==> config.mk <==
export PLATFORM = sky130hd
export DESIGN_NAME = bram_stream_loader
export DESIGN_NICKNAME = d
export VERILOG_FILES = /design/src/rtl/bram_stream_loader.sv
export SDC_FILE = /design/constraint.sdc
export NUM_CORES = 1
export LEC_CHECK = 0
export ABC_AREA = 1
export BUFFER_PORTS_ARGS = -buffer_cell sky130_fd_sc_hd__buf_2
export CORE_MARGIN = 2
export CORE_UTILIZATION = 40
export DETAILED_ROUTE_END_ITERATION = 16
export PLACE_DENSITY_LB_ADDON = 0.2
export SYNTH_ARGS = -nofsm -noshare
export SYNTH_HDL_FRONTEND = slang
export SYNTH_SLANG_ARGS = --single-unit
==> constraint.sdc <==
create_clock -name clk -period 5.9 [get_ports clk]
set_clock_uncertainty 0.1 [all_clocks]
set_input_delay 0.59 -clock clk [delete_from_list [all_inputs] [get_ports clk]]
set_output_delay 0.59 -clock clk [all_outputs]
set_load 0.005 [all_outputs]
==> src/rtl/bram_stream_loader.sv <==
// bram_stream_loader: takes a valid/ready stream of packed operand words and
// writes three consecutive segments (node, weight, bias) into port A of the
// b0/b1/b2 BRAM banks, each segment num words long, starting at address 0.
module bram_stream_loader #(
    parameter int CNT_BIT  = 31,
    parameter int DWIDTH   = 32,
    parameter int AWIDTH   = 12,
    parameter int MEM_SIZE = 4096
) (
    input  logic              clk,
    input  logic              reset_n,
    input  logic              i_run,
    input  logic [CNT_BIT-1:0] i_num_cnt,
    output logic              o_idle,
    output logic              o_write,
    output logic              o_done,
    input  logic              s_valid,
    output logic              s_ready,
    input  logic [DWIDTH-1:0] s_data,
    output logic [AWIDTH-1:0] addr_b0,
    output logic              ce_b0,
    output logic              we_b0,
    output logic [DWIDTH-1:0] d_b0,
    output logic [AWIDTH-1:0] addr_b1,
    output logic              ce_b1,
    output logic              we_b1,
    output logic [DWIDTH-1:0] d_b1,
    output logic [AWIDTH-1:0] addr_b2,
    output logic              ce_b2,
    output logic              we_b2,
    output logic [DWIDTH-1:0] d_b2
);

    typedef enum logic [2:0] {
        S_IDLE    = 3'd0,
        S_LOAD_B0 = 3'd1,
        S_LOAD_B1 = 3'd2,
        S_LOAD_B2 = 3'd3,
        S_FLUSH   = 3'd4,
        S_DONE    = 3'd5
    } state_t;

    state_t state, next_state;

    logic [CNT_BIT-1:0] num;
    logic [CNT_BIT-1:0] addr_cnt;
    logic [CNT_BIT-1:0] num_clamped;
    logic               hs;
    logic               last_word;
    logic [2:0]         bank_sel;

    // Write-port registers, one set per bank; wr_en drives both ce and we.
    logic [2:0]         wr_en;
    logic [AWIDTH-1:0]  addr_q [3];
    logic [DWIDTH-1:0]  d_q    [3];

    // Clamping the count to the bank depth keeps addr_cnt < MEM_SIZE, so the
    // truncated address never wraps.
    assign num_clamped = (i_num_cnt > CNT_BIT'(MEM_SIZE)) ? CNT_BIT'(MEM_SIZE) : i_num_cnt;
    assign hs          = s_valid & s_ready;
    assign last_word   = (addr_cnt == (num - CNT_BIT'(1)));
    assign bank_sel    = {state == S_LOAD_B2, state == S_LOAD_B1, state == S_LOAD_B0};

    // State register.
    always_ff @(posedge clk) begin
        if (!reset_n) begin
            state <= S_IDLE;
        end else begin
            state <= next_state;
        end
    end

    // Next-state decode: segments advance on the handshake of their last word.
    always_comb begin
        next_state = state;
        case (state)
            S_IDLE: begin
                if (i_run) begin
                    next_state = (num_clamped == '0) ? S_DONE : S_LOAD_B0;
                end
            end
            S_LOAD_B0: if (hs && last_word) next_state = S_LOAD_B1;
            S_LOAD_B1: if (hs && last_word) next_state = S_LOAD_B2;
            S_LOAD_B2: if (hs && last_word) next_state = S_FLUSH;
            S_FLUSH:   next_state = S_DONE;
            S_DONE:    next_state = S_IDLE;
            default:   next_state = S_IDLE;
        endcase
    end

    // Status and stream-ready outputs, decoded from the registered state only.
    always_comb begin
        o_idle  = 1'b0;
        o_write = 1'b0;
        o_done  = 1'b0;
        s_ready = 1'b0;
        case (state)
            S_IDLE:    o_idle = 1'b1;
            S_LOAD_B0,
            S_LOAD_B1,
            S_LOAD_B2: begin
                o_write = 1'b1;
                s_ready = 1'b1;
            end
            S_FLUSH:   o_write = 1'b1;
            S_DONE:    o_done = 1'b1;
            default:   o_idle = 1'b0;
        endcase
    end

    // Word count latch and per-segment address counter.
    always_ff @(posedge clk) begin
        if (!reset_n) begin
            num      <= '0;
            addr_cnt <= '0;
        end else if (state == S_IDLE && i_run) begin
            num      <= num_clamped;
            addr_cnt <= '0;
        end else if (hs) begin
            addr_cnt <= last_word ? '0 : addr_cnt + CNT_BIT'(1);
        end
    end

    // Registered bank write port: a handshake in cycle t shows on the bank in t+1.
    always_ff @(posedge clk) begin
        if (!reset_n) begin
            wr_en <= 3'b000;
            for (int i = 0; i < 3; i++) begin
                addr_q[i] <= '0;
                d_q[i]    <= '0;
            end
        end else begin
            wr_en <= hs ? bank_sel : 3'b000;
            for (int i = 0; i < 3; i++) begin
                if (hs && bank_sel[i]) begin
                    addr_q[i] <= addr_cnt[AWIDTH-1:0];
                    d_q[i]    <= s_data;
                end
            end
        end
    end

    assign ce_b0   = wr_en[0];
    assign we_b0   = wr_en[0];
    assign addr_b0 = addr_q[0];
    assign d_b0    = d_q[0];
    assign ce_b1   = wr_en[1];
    assign we_b1   = wr_en[1];
    assign addr_b1 = addr_q[1];
    assign d_b1    = d_q[1];
    assign ce_b2   = wr_en[2];
    assign we_b2   = wr_en[2];
    assign addr_b2 = addr_q[2];
    assign d_b2    = d_q[2];

endmodule
==> qor.txt, run 1 <==
Critical path class: flop to flop
Net Count, Synth: 1008
Largest net degree at the start of global routing: 45
DR iter-0 viols: 416
Sequential element share of the synthesized area: 60.6%
Clock buffer depth: 2
Root Buffer: clkbuf_16
Layout area overhead: 23.2%
Post-route insts no fill: 1450
Vias per cell: 4.79
Worst stage delay on the critical path: 0.42 ns
DRC errors left: 0
Die width: 152 um
Min-delay worst type: input pin to flop
Slowest-stage cell, CP: nor2_2
# fillers: 2048
Rows: 54
Worst r2r src: num[0]$_SDFFE_PN0P_
Fin util: 49.9%
Top cell type's share of synthesized area: 45.1%
Pre-Repair DR Iteration Count: 5
Status: completed
Core footprint: 21700 sq um
RSZ-0062 raised after global routing: false
Reg clk slew, reported paths: 0.08 ns
Yosys reg bits: 200
Final Wtd Congestion: 0.960
Worst-margin pin slew: 0.638 ns
Die footprint: 23200 sq um
Crit-path most repeated cell: nand2_1
Synth Instances: 939
Leading area contributor after synthesis: edfxtp_1
Antenna viol nets, final: 0
Worst Path Required: 6.13 ns
CTS hold repair buffers: 0
Crit path cell chain: inv_1 > ha_1 > nand2_1 > nor2_2 > nand2_1 > nand3_1 > nand2_1 > nor2_1 > nand2_1 > inv_1 > nand2_1 > nor2_2 > nand4_4 > nand2_4 > inv_2 > nand3_1 > inv_1
Final Critical Period: 2.99 ns
CP Capture Type: flop
Area contributors post-synth: edfxtp_1 (45%), dfxtp_1 (15%), nand2_1 (7.5%)
Slew margin rel.: 57.5%
Pwr Density: 324 nW/um^2
Buf/Inv on CP: 4
Avg Cell Area, Syn: 9.36 sq um
Period utilization: 50.7%
Number of global-route vias before repair: 6617
Ant. Diodes: 0
Synthesized cell area: 8790 sq um
Congestion Overflow GR: 0
Die Ht: 152 um
Fmax: 334 MHz
Post-synthesis cell type count: 35
Global Route Usage Sum: 19.0%
Multi-input gate area: 2870 sq um
Crit path DAT: 3.22 ns
Total Wirelength: 21700 um
Hold Violations, Final: 0
Initial Util: 40.5%
CTS tree: done
Drt wl/cell: 15.0 um
Critical path startpoint category: flop
Slew Viols, Final: 0
First-pass GRT wire length: 35100 um
Synthesis Warnings: 0
Fin nets: 1226
Layout cells sized above 1: 24.9%
PortBufs: 208
Htree depth: 4
Worst-path fanout max: 19
CTS resizes: 0
Num CTS Buffers: 17
Register area: 5330 sq um
Detailed placement HPWL: 16200 um
Initial antenna violation count: 0
Maximum vdd drop: 0.000176 V
Post CTS Setup Buffer Count: 0
Cell total after placement: 1418
CTS Sinks: 200
Number of max-cap violations: 0
Setup TNS: 0 ns
Via count: 6943
Clock latency on the worst-skew pair: 0.43 ns
Top delay family on crit path: simple AND/OR/NAND/NOR gates
HP Start: i_num_cnt[7]
Leak: 5.05 nW
Setup violators final: 0
Io pins: 209
CP startpoint: num[0]$_SDFFE_PN0P_
==> where the power goes <==
part | total (mW) | internal, mW | leakage, nW | switching [mW]
registers | 1.68 | 1.64 | 1.92 | 0.0419
clock network | 1.24 | 0.605 | 0.314 | 0.634
logic | 0.587 | 0.198 | 2.82 | 0.389
total | 3.51 | 2.44 | 5.05 | 1.07
==> flip-flops by register name (all words and copies together) (netlist names) <==
signal	count
addr_q	36
addr_cnt	31
state	3
d_q	96
wr_en	3
num	31
==> per-stage QoR <==
| stage | power, mW | worst slack [ns] | hold slack (ns) | instance area, sq um |
|---|---|---|---|---|
| after floorplan | 2.05 | 1.30 | 0.333 | 8790 |
| after CTS | 3.55 | 2.97 | 0.298 | 10800 |
| after detailed placement | 2.31 | 3.00 | 0.359 | 10200 |
| after global routing | 3.68 | 2.55 | 0.314 | 10800 |
| after global placement | 2.30 | 3.05 | 0.358 | 10200 |
| final | 3.51 | 2.91 | 0.317 | 10800 |
==> cells in the mapped netlist, drive strengths merged <==
| cell type | count |
|---|---|
| a211oi | 1 |
| a21oi | 8 |
| and2 | 1 |
| and3 | 1 |
| buf | 6 |
| clkbuf | 8 |
| dfxtp | 68 |
| edfxtp | 132 |
| ha | 2 |
| inv | 144 |
| nand2 | 183 |
| nand3 | 61 |
| nand3b | 5 |
| nand4 | 23 |
| nor2 | 195 |
| nor3 | 23 |
| nor3b | 5 |
| nor4 | 6 |
| o21ai | 19 |
| o22ai | 11 |
| or2 | 3 |
| or3 | 1 |
| xnor2 | 6 |
| xor2 | 27 |
==> layer usage <==
| layer | global-route usage (%) | vias up | routed length, um |
|---|---|---|---|
| met3 | 3.10 | 27 | 1260 |
| li1 | - | 3493 | - |
| met2 | 30.1 | 265 | 9820 |
| met5 | 0 | - | 0 |
| met1 | 26.9 | 3158 | 10300 |
| met4 | 5.74 | 0 | 357 |
==> cell families (layout without fill, tap and decap cells) <==
| group | after synthesis | count (layout) | share of synthesized area (%) |
|---|---|---|---|
| XOR/XNOR | 33 | 33 | 3.29 |
| flip-flops | 200 | 200 | 60.6 |
| buffers and inverters | 158 | 389 | 7.09 |
| AO/OA/AOI/OAI | 39 | 39 | 2.41 |
| adder cells (fa/ha/maj) | 2 | 2 | 0.285 |
| AND/OR/NAND/NOR | 507 | 507 | 26.3 |
==> area by class of cell <==
class	instances	share of cell area [%]
Sequential cell	200	49.2
Multi-Input combinational cell	581	26.6
Tap cell	280	3.24
Clock inverter	15	2.09
Clock buffer	17	3.93
Timing Repair Buffer	213	9.97
Inverter	144	5.00
==> worst register-to-register path, stage by stage (launching register included) <==
cell,delay (ns)
dfxtp_1,0.32
inv_1,0.10
ha_1,0.25
nand2_1,0.13
nor2_2,0.42
nand2_1,0.14
nand3_1,0.14
nand2_1,0.06
nor2_1,0.17
nand2_1,0.09
inv_1,0.05
nand2_1,0.06
nor2_2,0.12
nand4_4,0.25
nand2_4,0.29
inv_2,0.09
nand3_1,0.08
inv_1,0.04
==> cell usage in the layout (no fill, tap or decap), types with 6 or more instances in the layout <==
master and count:
nand4_1 22, buf_2 208, nand2_2 6, xnor2_1 6, edfxtp_1 132, a21oi_1 8, nand2_1 175, inv_1 142
o22ai_1 11, nor4_1 6, nor2_2 13, dfxtp_1 68, nor2_1 175, nor2_4 7, nand3_1 58, xor2_1 27
nor3_1 17, clkbuf_16 17, o21ai_0 14
==> worst paths after layout <==
| path | depth (start not counted) | endpoint | slack (ns) |
|---|---|---|---|
| setup / recovery | 17 | addr_cnt[24]$_SDFFE_PP0P_ | 2.91 |
| hold / removal | 3 | num[7]$_SDFFE_PN0P_ | 0.32 |
| setup reg to reg | 17 | addr_cnt[24]$_SDFFE_PP0P_ | 2.91 |
| hold reg to reg | 2 | num[29]$_SDFFE_PN0P_ | 0.37 |
Power figures use the tool's default switching activity.
==> inputs of run 2 (changes only) <==
==> constraint.sdc (replaced) <==
create_clock -name clk -period 2.5 [get_ports clk]
set_clock_uncertainty 0.1 [all_clocks]
set_input_delay 0.25 -clock clk [delete_from_list [all_inputs] [get_ports clk]]
set_output_delay 0.25 -clock clk [all_outputs]
set_load 0.005 [all_outputs]
==> run 2 against run 1 <==
  * Sequential cell count did not move
  * Register-to-register slack worse by 2.8 ns
  * Combinational power rose to 2.6 times the previous value
  * Global-route usage fell by 0.30 points
  * Final area up 5.7%
  * Via count rose by 1.5%
  * First-iteration DRC count grew 8.9%
  * Clock power increased by 130%
  * Worst hold slack worse by 0.31 ns
  * Critical path depth decreased by 1
  * Critical endpoint is now addr_cnt[18]$_SDFFE_PP0P_
  * Largest cell class unchanged
  * Highest routed layer unchanged
==> qor.txt, run 2 (synthesized netlist as in run 1, its figures left out) <==
Critical path class: flop to flop
Status: completed
Maximum vdd drop: 0.000427 V (+140%)
Fmax: 422 MHz (+26%)
Slew margin rel.: 64.2% (+6.8 points)
Htree depth: 4 (unchanged)
Final Wtd Congestion: 0.882 (-8.1%)
Layout cells sized above 1: 31.1% (+6.2 points)
Die footprint: 23200 sq um (unchanged)
Clock latency on the worst-skew pair: 0.44 ns (about the same)
CTS tree: done
Critical Path Stages: 16 (-1)
Max FFs per register: 96 (unchanged)
Number of global-route vias before repair: 6691 (+1.1%)
Worst Path Required: 2.72 ns (-3.41 ns)
CP Capture Type: flop
Commonest non-fill, non-tap cell in the layout: buf_2
RSZ-0062 raised after global routing: true
Slew Viols, Final: 0 (unchanged)
Worst r2r src: num[0]$_SDFFE_PN0P_
Via count: 7047 (+1.5%)
Pwr Density: 730 nW/um^2 (+130%)
Min-delay worst type: input pin to flop
Critical path startpoint category: flop
Final WS setup: 0.133 ns (-2.78 ns)
Final Critical Period: 2.37 ns (-0.623 ns)
Worst stage delay on the critical path: 0.34 ns (-0.08 ns)
Initial Util: 40.5% (unchanged)
Clock buffer depth: 2 (unchanged)
R2R depth: 16 (-1)
First-pass GRT wire length: 34400 um (-2.2%)
Buf/Inv on CP: 2 (-2)
Worst-margin pin slew: 0.532 ns (-0.106 ns)
Top delay family on crit path: simple AND/OR/NAND/NOR gates
Ant. Diodes: 0 (unchanged)
Reg2Reg Setup Slack: 0.13 ns (-2.78 ns)
Setup violators final: 0 (unchanged)
Initial antenna violation count: 0 (unchanged)
DR iter-0 viols: 453 (+8.9%)
CTS Sinks: 200 (unchanged)
Detailed placement HPWL: 16400 um (+1.0%)
Crit path cell chain: inv_4 > ha_4 > nand2_4 > nor2_4 > nand2_2 > nand2_1 > nand2_1 > nor2_1 > nand2_1 > nor2_1 > nand3_1 > nor2_2 > nand4_4 > buf_4 > nand3_1 > a21oi_1
Root Buffer: clkbuf_16
FF-to-FF End: addr_cnt[18]$_SDFFE_PP0P_
Rows: 54 (unchanged)
HP Start: i_num_cnt[8]
Crit-path most repeated cell: nand2_1
Biggest regs: d_q (96), addr_q (36)
Post-place setup slack: -0.0283 ns (-3.02 ns)
Worst-path fanout max: 8 (-11)
Die width: 152 um (unchanged)
Die Ht: 152 um (unchanged)
Core footprint: 21700 sq um (unchanged)
Overall power: 8.35 mW (+140%)
Hold Violations, Final: 0 (unchanged)
Layout area overhead: 30.2%
Fin util: 52.7% (+2.9 points)
Worst hold endpoint: num[8]$_SDFFE_PN0P_
Drt wl/cell: 14.8 um (-1.1%)
Period utilization: 94.7% (+44 points)
Reg clk slew, reported paths: 0.08 ns (about the same)
Slowest-stage cell, CP: dfxtp_2
Largest net degree at the start of global routing: 45 (unchanged)
Pre-Repair DR Iteration Count: 5 (unchanged)
PortBufs: 208 (unchanged)
Leak: 5.33 nW (+5.6%)
Vias per cell: 4.72 (-1.4%)
Total Wirelength: 22100 um (+1.9%)
Worst Hold Path Cells: 3 (unchanged)
Congestion Overflow GR: 0 (unchanged)
Global Route Usage Sum: 18.7% (-0.30 points)
Io pins: 209 (unchanged)
Commonest cells after routing, fill and taps aside: buf_2 (209), nand2_1 (163), nor2_1 (157), inv_1 (135), edfxtp_1 (132)
Num CTS Buffers: 17 (unchanged)
Number of max-cap violations: 0 (unchanged)
DRC errors left: 0 (unchanged)
Fin nets: 1269 (+3.5%)
Top reg by flops: d_q
Antenna viol nets, final: 0 (unchanged)
Crit path DAT: 2.58 ns (-0.64 ns)
[run 2: metal layers]
layer  part of all wire (%)  track usage (%)
met1                     46             25.7
met2                     46             30.2
met3                    6.4             3.21
met4                    1.5             5.92
met5                      0                0
[run 2: what timing repair did]
action                                  CTS  global route
resized for setup                         1            74
buffers inserted                          0             6
hold buffers                             12             0
gates cloned                              0             1
pin swaps                                 1            19
endpoints found under the hold margin    12             0
endpoints found under the setup margin   26            34
[run 2: worst reg2reg max path, delay by kind of cell (launching register included)]
kind | cells | cell delay, ns
AND/OR/NAND/NOR | 12 | 1.29
buffers and inverters | 2 | 0.28
AO/OA/AOI/OAI | 1 | 0.05
adder cells (fa/ha/maj) | 1 | 0.18
flip-flops | 1 | 0.34
[run 2: worst max-delay path by stage]
| stage | startpoint | endpoint | slack [ns] |
|---|---|---|---|
| final | num[0]$_SDFFE_PN0P_ | addr_cnt[18]$_SDFFE_PP0P_ | 0.13 |
| after global routing | num[6]$_SDFFE_PN0P_ | state[0]$_SDFFE_PN0P_ | -0.03 |
| after CTS | num[0]$_SDFFE_PN0P_ | addr_cnt[18]$_SDFFE_PP0P_ | 0.01 |
| after detailed placement | num[0]$_SDFFE_PN0P_ | state[1]$_SDFFE_PN0P_ | -0.03 |
| after global placement | num[0]$_SDFFE_PN0P_ | addr_cnt[30]$_SDFFE_PP0P_ | -0.001 |
| after floorplan | state[0]$_SDFFE_PN0P_ | addr_q[0][0]$_DFFE_PP_ | 0.09 |
[run 2: through the flow]
step | cells | setup TNS (ns) | area [sq um] | hold slack [ns]
floorplan | 939 | 0 | 8800 | 0.296
global placement | 1442 | -0.00248 | 10400 | 0.347
detailed placement | 1442 | -0.139 | 10400 | 0.357
CTS | 1486 | 0 | 11200 | 0.000316
global route | 1493 | -0.100 | 11400 | 0.0432
finish | 1493 | 0 | 11400 | 0.00796
[run 2: cell type report]
type	instances	area (sq um)
Multi-Input combinational cell	581	3060
Inverter	144	548
Sequential cell	200	5340
Clock inverter	15	203
Clock buffer	17	425
Timing Repair Buffer	256	1510
Fill cell	1994	10200
Tap cell	280	350
[run 2: power by group]
part	internal, mW	switching, mW	leakage [nW]	total [mW]
combinational	0.585	0.967	3.11	1.55
sequential	3.87	0.0913	1.92	3.96
clock	1.39	1.44	0.299	2.84
total	5.85	2.50	5.33	8.35
==> inputs of run 3 (changes only) <==
--- a/config.mk
+++ b/config.mk
@@ -11,6 +11,7 @@
 export CORE_UTILIZATION = 40
 export DETAILED_ROUTE_END_ITERATION = 16
 export PLACE_DENSITY_LB_ADDON = 0.2
+export REMOVE_ABC_BUFFERS = 1
 export SYNTH_ARGS = -nofsm -noshare
 export SYNTH_HDL_FRONTEND = slang
 export SYNTH_SLANG_ARGS = --single-unit
==> run 3 against run 2 <==
  * Sequential share of layout area rose by 0.37 points
  * Count of clock-buffer cells in the layout did not move
  * Non-clock buffer count fell by 9
  * Core utilization fell by 0.46 points
==> qor.txt, run 3 (synthesized netlist as in run 1, its figures left out) <==
Combinational power share: 18.3% (-0.3 points)
Root Buffer: clkbuf_16
Largest net degree at the start of global routing: 45 (unchanged)
Critical path startpoint category: flop
Slowest-stage cell, CP: dfxtp_1
Via count: 7052 (+0.071%)
Fmax: 418 MHz (-0.98%)
Rows: 54 (unchanged)
Core footprint: 21700 sq um (unchanged)
Slew margin rel.: 62.5% (-1.7 points)
Crit path DAT: 2.61 ns (+0.03 ns)
DR iter-0 viols: 445 (-1.8%)
Die Ht: 152 um (unchanged)
Io pins: 209 (unchanged)
Maximum vdd drop: 0.000461 V (+8.0%)
Pwr Density: 736 nW/um^2 (+0.89%)
Crit path cell chain: nor2_2 > nand2_1 > nor2_4 > buf_4 > xor2_1 > nand3_1 > nor2_1 > nand2_1 > nor2_2 > nand4_4 > nand2_4 > buf_12 > a211oi_1
Setup violators final: 0 (unchanged)
Worst-path fanout max: 11 (+3)
Int Pwr: 5.84 mW (-0.20%)
Hold slack: 0.0113 ns (+0.00329 ns)
Fin nets: 1260 (-0.71%)
Number of max-cap violations: 0 (unchanged)
Htree depth: 4 (unchanged)
Reg clk slew, reported paths: 0.08 ns (about the same)
Sequential power share: 47.5% (about the same)
Final Wtd Congestion: 0.927 (+5.0%)
Initial Util: 40.5% (unchanged)
Clock share of power: 34.2% (+0.2 points)
Detailed placement HPWL: 16900 um (+3.4%)
Cell total after placement: 1434 (-0.55%)
Drt wl/cell: 15.1 um (+2.2%)
Status: completed
Layout area overhead: 29.1%
Post-place setup slack: -0.0402 ns (-0.0119 ns)
Vias per cell: 4.75 (+0.68%)
DRC errors left: 0 (unchanged)
Top reg by flops: d_q
Cell Area, Placed: 10400 sq um (-0.58%)
Num CTS Buffers: 17 (unchanged)
Layout cells sized above 1: 30.1% (-0.93 points)
Worst stage delay on the critical path: 0.37 ns (+0.03 ns)
PortBufs: 208 (unchanged)
Max FFs per register: 96 (unchanged)
Total Wirelength: 22400 um (+1.5%)
Net Sw Power: 2.52 mW (+0.53%)
Die footprint: 23200 sq um (unchanged)
Worst-margin pin slew: 0.558 ns (+0.0259 ns)
Period utilization: 95.6% (+0.94 points)
CTS tree: done
Sw Ratio: 30.1% (+0.15 points)
CTS Sinks: 200 (unchanged)
Commonest cells after routing, fill and taps aside: buf_2 (208), nand2_1 (166), nor2_1 (156), inv_1 (137), edfxtp_1 (132)
Number of global-route vias before repair: 6677 (-0.21%)
Clock buffer depth: 2 (unchanged)
CP Capture Type: flop
Global Route Usage Sum: 19.2% (+0.54 points)
RSZ-0062 raised after global routing: true
Pre-Repair DR Iteration Count: 5 (unchanged)
Hold Violations, Final: 0 (unchanged)
Antenna viol nets, final: 0 (unchanged)
Worst Path Required: 2.72 ns (about the same)
Biggest regs: d_q (96), addr_q (36)
Die width: 152 um (unchanged)
Post-route insts no fill: 1484 (-0.60%)
Initial antenna violation count: 0 (unchanged)
Critical path class: flop to flop
Clock latency on the worst-skew pair: 0.43 ns (about the same)
Ant. Diodes: 0 (unchanged)
Congestion Overflow GR: 0 (unchanged)
Slew Viols, Final: 0 (unchanged)
Leak: 5.27 nW (-1.2%)
First-pass GRT wire length: 35400 um (+3.0%)
Final WS setup: 0.109 ns (-0.0235 ns)
Final Critical Period: 2.39 ns (+0.0235 ns)
Min-delay worst type: input pin to flop
Commonest non-fill, non-tap cell in the layout: buf_2
Final instance area: 11300 sq um (-0.86%)
## run 3: cell types whose count changed in the layout (fill, tap and decap cells not counted), sizes merged
cell,delta
dlygate4sd3,-1
buf,-8
inv,+1
clkinv,-1
## run 3: layer usage
metal / GRT usage, % / part of all wire, % / vias up
met1: 26.8 / 46 / 3219
li1: - / - / 3549
met3: 4.01 / 6.4 / 25
met2: 30.4 / 46 / 259
met5: 0 / 0 / -
met4: 5.65 / 1.7 / 0
## run 3: metrics by stage
step | TNS [ns] | total power [mW] | utilization, %
after floorplan | -251.42 | 4.80 | -
after global placement | -0.131 | 5.54 | 47.8
after detailed placement | -0.524 | 5.55 | 47.8
after CTS | 0 | 8.40 | 51.3
after global routing | -0.675 | 8.76 | 52.3
final | 0 | 8.35 | 52.3
## run 3: final timing paths
kind                        start                        end  slack [ns]  depth (start not counted)
max           num[6]$_SDFFE_PN0P_  addr_cnt[12]$_SDFFE_PP0P_        0.11                         13
min                  i_num_cnt[8]        num[8]$_SDFFE_PN0P_        0.01                          3
max reg2reg   num[6]$_SDFFE_PN0P_  addr_cnt[12]$_SDFFE_PP0P_        0.11                         13
min reg2reg  num[29]$_SDFFE_PN0P_       num[29]$_SDFFE_PN0P_        0.37                          2
## run 3: power groups by stage
stage	Combinational [mW]	Sequential, mW	Clock (mW)
floorplan	0.703	4.10	0
global placement	1.50	4.04	0
detailed placement	1.51	4.04	0
CTS	1.53	3.96	2.91
global route	1.70	4.00	3.06
finish	1.53	3.97	2.86
## run 3: cell type report
| class | count | area, sq um |
|---|---|---|
| inverter | 144 | 548 |
| sequential | 200 | 5340 |
| fill | 1988 | 10300 |
| multi-input combinational | 581 | 3040 |
| timing repair buffer | 247 | 1440 |
| tap | 280 | 350 |
| clock inverter | 15 | 203 |
| clock buffer | 17 | 425 |
## run 3: worst max-delay path: cells and delay by family (launching register included)
family,cells,cell delay [ns]
xor+xnor,1,0.16
compound gates,1,0.05
simple gates,9,1.29
flops,1,0.37
buf+inv,2,0.30
## run 3: what timing repair did
action,in CTS,in global routing
gates cloned,0,0
pin swaps,0,19
buffers inserted,0,7
resized for setup,5,57
hold buffers,11,0
endpoints found under the setup margin,32,34
hold endpoints to repair,11,0
